$ cat src/rtl/led_matrix_scanner.sv
// Row-scanning driver for a bicolour 8x8 LED matrix with per-frame snapshot and inter-row blanking.
// Optional PWM dimming is compiled in when LED_SCAN_DIM_EN is defined.
module led_matrix_scanner #(
    parameter int DWELL_CYCLES = 1024,
    parameter int BLANK_CYCLES = 4
) (
    input  logic            clk,
    input  logic            reset,
    input  logic [7:0][7:0] redarray,
    input  logic [7:0][7:0] greenarray,
`ifdef LED_SCAN_DIM_EN
    input  logic [2:0]      brightness,
`endif
    output logic [7:0]      row_sel,
    output logic [7:0]      red_col_n,
    output logic [7:0]      green_col_n,
    output logic            frame_done
);
    localparam int CW = (DWELL_CYCLES > 1) ? $clog2(DWELL_CYCLES) : 1;
    localparam logic [CW-1:0] CNT_LAST  = CW'(DWELL_CYCLES - 1);
    localparam logic [CW-1:0] BLANK_END = CW'(BLANK_CYCLES);

    logic [CW-1:0]   cnt;
    logic [2:0]      row;
    logic [7:0][7:0] red_buf;
    logic [7:0][7:0] green_buf;

    logic            slot_end;
    logic            wrap;
    logic            drive_on;
    logic [7:0]      row_sel_d;
    logic [7:0]      red_col_n_d;
    logic [7:0]      green_col_n_d;

    assign slot_end = (cnt == CNT_LAST);
    // The only edge that refreshes the frame buffers: last cycle of row 7.
    assign wrap     = slot_end && (row == 3'd7);

`ifdef LED_SCAN_DIM_EN
    logic [2:0] pwm;
    logic [2:0] bright_q;

    always_ff @(posedge clk) begin
        if (reset) begin
            pwm      <= 3'd0;
            bright_q <= 3'd7;
        end else begin
            pwm <= pwm + 3'd1;
            if (wrap) begin
                bright_q <= brightness;
            end
        end
    end

    assign drive_on = (cnt >= BLANK_END) && (pwm <= bright_q);
`else
    assign drive_on = (cnt >= BLANK_END);
`endif

    always_ff @(posedge clk) begin
        if (reset) begin
            cnt       <= '0;
            row       <= 3'd0;
            red_buf   <= '0;
            green_buf <= '0;
        end else begin
            if (slot_end) begin
                cnt <= '0;
                row <= row + 3'd1;
            end else begin
                cnt <= cnt + 1'b1;
            end
            if (wrap) begin
                red_buf   <= redarray;
                green_buf <= greenarray;
            end
        end
    end

    always_comb begin
        row_sel_d     = 8'h00;
        red_col_n_d   = 8'hFF;
        green_col_n_d = 8'hFF;
        if (drive_on) begin
            row_sel_d     = 8'b1 << row;
            red_col_n_d   = ~red_buf[row];
            green_col_n_d = ~green_buf[row];
        end
    end

    // Outputs lag the scan state by one cycle so every pin changes on a clock edge.
    always_ff @(posedge clk) begin
        if (reset) begin
            row_sel     <= 8'h00;
            red_col_n   <= 8'hFF;
            green_col_n <= 8'hFF;
            frame_done  <= 1'b0;
        end else begin
            row_sel     <= row_sel_d;
            red_col_n   <= red_col_n_d;
            green_col_n <= green_col_n_d;
            frame_done  <= wrap;
        end
    end

endmodule

$ cat config.mk
export PLATFORM = sky130hd
export DESIGN_NAME = led_matrix_scanner
export DESIGN_NICKNAME = d
export VERILOG_FILES = /design/src/rtl/led_matrix_scanner.sv
export SDC_FILE = /design/constraint.sdc
export NUM_CORES = 1
export LEC_CHECK = 0
export BUFFER_PORTS_ARGS = -buffer_cell sky130_fd_sc_hd__buf_2
export CORE_MARGIN = 5
export CORE_UTILIZATION = 57
export CTS_BUF_LIST = sky130_fd_sc_hd__clkbuf_4
export CTS_CLUSTER_SIZE = 20
export DETAILED_ROUTE_END_ITERATION = 6
export HOLD_SLACK_MARGIN = 0.02
export PLACE_DENSITY_LB_ADDON = 0.12
export SLEW_MARGIN = 30
export SYNTH_ARGS = -nofsm -noshare
export SYNTH_HDL_FRONTEND = slang
export SYNTH_SLANG_ARGS = --single-unit
$ cat constraint.sdc
create_clock -name clk -period 2.31 [get_ports clk]
set_input_delay 0 -clock clk [delete_from_list [all_inputs] [get_ports clk]]
set_output_delay 0 -clock clk [all_outputs]
set_load 0.05 [all_outputs]
Word-level counts from Yosys, hierarchy flattened
Index checks and enable logic that the tools add are counted.
{"block": "totals", "ff_bits": 166, "out_inout_bits": 25, "n_memories": 0, "ramBits": 0, "input_bits": 130, "elab_cells": 39, "latchBits": 0, "romBits": 0}
{"block": "op_classes", "n_reduce_logical": 3, "n_eq_ne": 2, "magnitude_cmp": 2, "bitwise_logic": 3, "multipliers": 0, "shift": 1, "addsub": 2, "div_mod_pow": 0, "muxes": 4}
{"cell": "$bmux 8 s3", "count": 2}
{"cell": "$mux 8", "count": 2}
{"cell": "$not 8->8", "count": 2}
{"cell": "$add 10x1->10 const B", "count": 1}
{"cell": "$eq 10x10->1 const B", "count": 1}
{"cell": "$ge 10x3->1 const B", "count": 1}
{"cell": "$shl 1x3->8 const A", "count": 1}
{"cell": "$lt 3x4->1 const B", "count": 1}
{"cell": "$reduce_or 2->1", "count": 2}
{"cell": "$add 3x1->3 const B", "count": 1}
{"cell": "$eq 3x3->1 const B", "count": 1}
{"cell": "$logic_and 1x1->1", "count": 1}
{"cell": "$not 1->1", "count": 1}

Depth between registers and ports, before layout
{"block": "depth", "word_depth": 3, "ltp_mapped": 7, "mapped_depth_nobuf": 5}

Worst setup path after synthesis
Ideal clock, no wire load.
{"block": "synth_timing", "path_type": "register to register", "startpoint": "reg cnt[0]", "endpoint": "reg green_buf[0] (netlist name)", "slack_ps": 659, "path_buffers": 2, "stages_incl_launch_ff": 7, "period_less_slack_ps": 1651, "t_arrival_ps": 1579, "t_required_ps": 2238, "setup_time_ps": 72, "path_cell_list": "dfxtp_1 > ha_1 > inv_2 > nor4_4 > buf_6 > buf_6 > mux2i_1"}
{"block": "synth_via", "elab_chain_len": 2}
{"element": "start: declaration", "line": "23", "source": "logic [CW-1:0] cnt;"}
{"element": "start signal: assignment", "line": "71", "source": "cnt <= cnt + 1'b1;"}
{"element": "$eq 10x10->1", "line": "35", "source": "assign slot_end = (cnt == CNT_LAST);"}
{"element": "$logic_and 1x1->1", "line": "37", "source": "assign wrap = slot_end && (row == 3'd7);"}
{"element": "end signal: assignment", "line": "75", "source": "green_buf <= greenarray;"}
{"element": "end: declaration", "line": "26", "source": "logic [7:0][7:0] green_buf;"}
Every way passes these cells.
A chain may end at the register's enable or synchronous reset.

Worst setup path after layout
{"block": "layout_timing", "startpoint": "reg cnt[0]", "endpoint": "reg red_buf[28] (netlist name)"}
{"block": "layout_via", "elab_chain_len": 2}
{"element": "$eq 10x10->1", "line": "35"}
{"element": "$logic_and 1x1->1", "line": "37"}
{"element": "end signal: assignment", "line": "74", "source": "red_buf <= redarray;"}
{"element": "end: declaration", "line": "25", "source": "logic [7:0][7:0] red_buf;"}
Every way passes these cells.

==> summary.md <==
| Metric | Value |
|---|---|
| Status | finished clean |
| Initial antenna violation count | 0 |
| Syn Inst Count | 765 |
| Yosys cell types | 37 |
| CP Launch Type | flop |
| Layout Cells excl Fill | 1211 |
| DRC | 0 |
| Final hold vios | 0 |
| First-pass GRT wire length | 31750 microns |
| Area growth syn-to-layout | 31.70% |
| Combinational family with the most area after synthesis | multiplexers |
| CTS root buffer | clkbuf_4 |
| Clock sink count | 166 |
| Final-report setup violation count | 0 |
| Post-synth top cells | dfxtp_1 (166), mux2i_1 (160), nand2_1 (156) |
| Mux cell area share after synthesis | 26.33% |
| Max stage delay cell, worst path | dfxtp_1 |
| Top Family by Delay on Critical Path | buffers and inverters |
| Filler cells | 905 |
| Total die area | 0.01578 sq mm |
| TNS Setup | 0 ps |
| Hold path depth | 4 |
| Post-synth top area cell | dfxtp_1 |
| Yosys reg bits | 166 |
| Worst EP arrival | 2520 ps |
| Post-synth EDFFs | 0 |
| Relative slew slack | 54.75% |
| Clk slew on worst S/H paths | 130 ps |
| Stages on worst setup path | 5 |
| HPWL Detailed | 11820 microns |
| Worst min path class | input port to flop |
| Adder and majority gate portion of the synthesized area | 1.149% |
| Synth Area in Simple Gates | 19.82% |
| Cells on worst reg2reg path | 5 |
| FP Rows | 42 |
| Worst vdd ir | 0.4093 mV |
| Final period utilization | 88.78% |
| Post-Route Skew | 15.96 ps |
| Ranking of synthesized cells by area | dfxtp_1 (44%), mux2i_1 (21%), nand2b_1 (8.9%), nand2_1 (7.7%), mux4_2 (5.0%) |
| Drt pass-1 iters | 6 |
| Min Tclk post-route | 2051 ps |
| Placed cells | 1046 |
| XOR/XNOR Fraction of Synth Area | 0.3448% |
| Post-Syn Nets | 902 |
| Yosys synthesis warning count | 0 |
| Crit path largest cell delay | 430 ps |
| Layout cells sized above 1 | 20.79% |
| Post-synth top area share | 43.61% |
| Clock Latency Late Sink | 560 ps |
| GP Congestion | 0.7891 |
| Main flop type after synthesis | dfxtp_1 |
| Vias in the first global route | 6558 |
| Sequential share of the synthesized area | 43.61% |
| Port buffer count | 154 |
| Total wire length | 19270 microns |
| Post-synth ARST share | 0% |
| Worst-Margin Slew | 678.8 ps |
| Antenna-violating nets left | 0 |
| Chip width | 125.6 microns |
| Iteration-0 DRC Markers | 329 |
| Avg Inst Size Synth | 9.962 sq um |
| Synth Cell Area | 0.007621 sq mm |
| Max-cap violations | 0 |
| WL/cell | 15.91 microns |
| Fin util | 76.10% |
| Unrepaired setup endpoints after global routing | no |
| DR vias | 6249 |
| CP Data Required Time | 2780 ps |
| H-Tree Depth | 4 |
| TritonCTS Buffers | 17 |
| CTS tree | done |
| Initial core utilization | 57.78% |
| Max Clk Rate | 487.6 MHz |
| Pin count of the biggest net entering global routing | 134 |
| Die Y | 125.6 microns |
| Power Dens Cells | 504.4 mW/mm^2 |
| Compound-Gate Fraction of Synth Area | 3.973% |
| Total grt overflow | 0 |
| Worst path cell trace | ha_1, inv_2, nor4_4, buf_12, mux2i_1 |
| Static Leak | 3.709 nW |
| Core Area | 0.01319 sq mm |
| Worst setup EP type | flop |
| Gr usage total | 24.62% |
| Quantity of gates resized following cts | 0 |
| Crit Path Class | flop to flop |
| Critical Path Fanout Max | 68 |
| Top Ports | 155 |
| Crit path buf inv count | 2 |
| Pins Over Slew Limit | 0 |
| Buffer depth of the longest clock path | 2 |
| Nets@finish | 1162 |
| Count leader, synth | dfxtp_1 |
| Vias per Instance | 5.160 |
path summary, 6_finish.rpt:
check	from	to	slack (ps)
worst min-delay path	greenarray[10]	green_buf[10]	230
worst min register to register	green_buf[37]	green_buf[37]	470
worst max-delay path	cnt[0]	red_buf[28]	260
worst max register to register	cnt[0]	red_buf[28]	260
metal layers:
layer	wire, microns	up-vias	global-route usage [%]
met5	0	-	0
met4	401	0	8.992
met3	1015	37	5.334
met2	9148	187	40.87
met1	8703	2916	31.73
li1	-	3109	-
cells by family after synthesis:
family                     Yosys count
and+or+nand+nor                    300
muxes                              179
DFF                                166
buffers and inverters               68
AOI/OAI and AO/OA                   42
adders and majority gates            7
xor gates and xnor gates             3
final cells by class:
type                       count  area (sq um)  area share, %
tap                          176         220.2          2.194
inverter                       8         32.53         0.3241
sequential                   166          3324          33.12
clock inverter                 8         110.1          1.097
clock buffer                  20         150.1          1.496
multi-input combinational    531          3945          39.30
timing repair buffer         301          2252          22.44
antenna                        1         2.502        0.02493
flip-flops by register name, indices dropped and copies added (netlist names):
name,cells
green_buf,64
red_buf,64
cnt,10
green_col_n,8
red_col_n,8
row_sel,8
row,3
frame_done,1
timing repair:
action                                 CTS  global route
hold buffers                           136             0
endpoints found under the hold margin  154             0
setup endpoints to repair                0             0
setup buffers                            0             0
layout by cell type (no fill, tap or decap), types with 2 or more instances in the layout:
master           n
nand2b_1       108
nand3_1          4
ha_1             7
inv_1            6
mux4_2          17
buf_4            8
o21ai_0          3
or3_1            4
buf_12           3
mux2i_1        160
o211ai_1        15
nor2_1           8
buf_2          154
a22oi_1         15
and3b_1          4
clkinv_1         4
nor4_1           2
a21oi_1          5
dlygate4sd3_1  136
nand2_1        156
bufinv_16        3
xor2_1           2
nor2b_1          2
nor4_4           2
dfxtp_1        165
clkbuf_4        20
and3_1           5
worst register-to-register path: cells and delay by family, from the launching register on:
family,cells,cell delay (ps)
and+or+nand+nor,1,440
muxes,1,340
DFF,1,430
adders and majority gates,1,250
buffers and inverters,2,530
through the flow:
step / power, mW / setup WS [ps] / cell area (sq um) / hold WS [ps]
floorplan: 3.116 / 659.0 / 7621 / 142.1
global placement: 3.263 / 367.0 / 8406 / 247.3
detailed placement: 3.271 / 293.8 / 8406 / 253.5
CTS: 5.092 / 274.9 / 10030 / 177.3
global route: 5.255 / 120.3 / 10030 / 194.2
finish: 5.063 / 259.2 / 10040 / 226.6
power breakdown:
part           switching (mW)  leakage [nW]  total [mW]  internal (mW)
sequential             0.0102          1.34        2.88           2.87
clock                   0.915         0.145        1.66          0.748
combinational           0.216          2.23       0.518          0.302
total                    1.14          3.71        5.06           3.92
(Power assumes the default switching activity.)
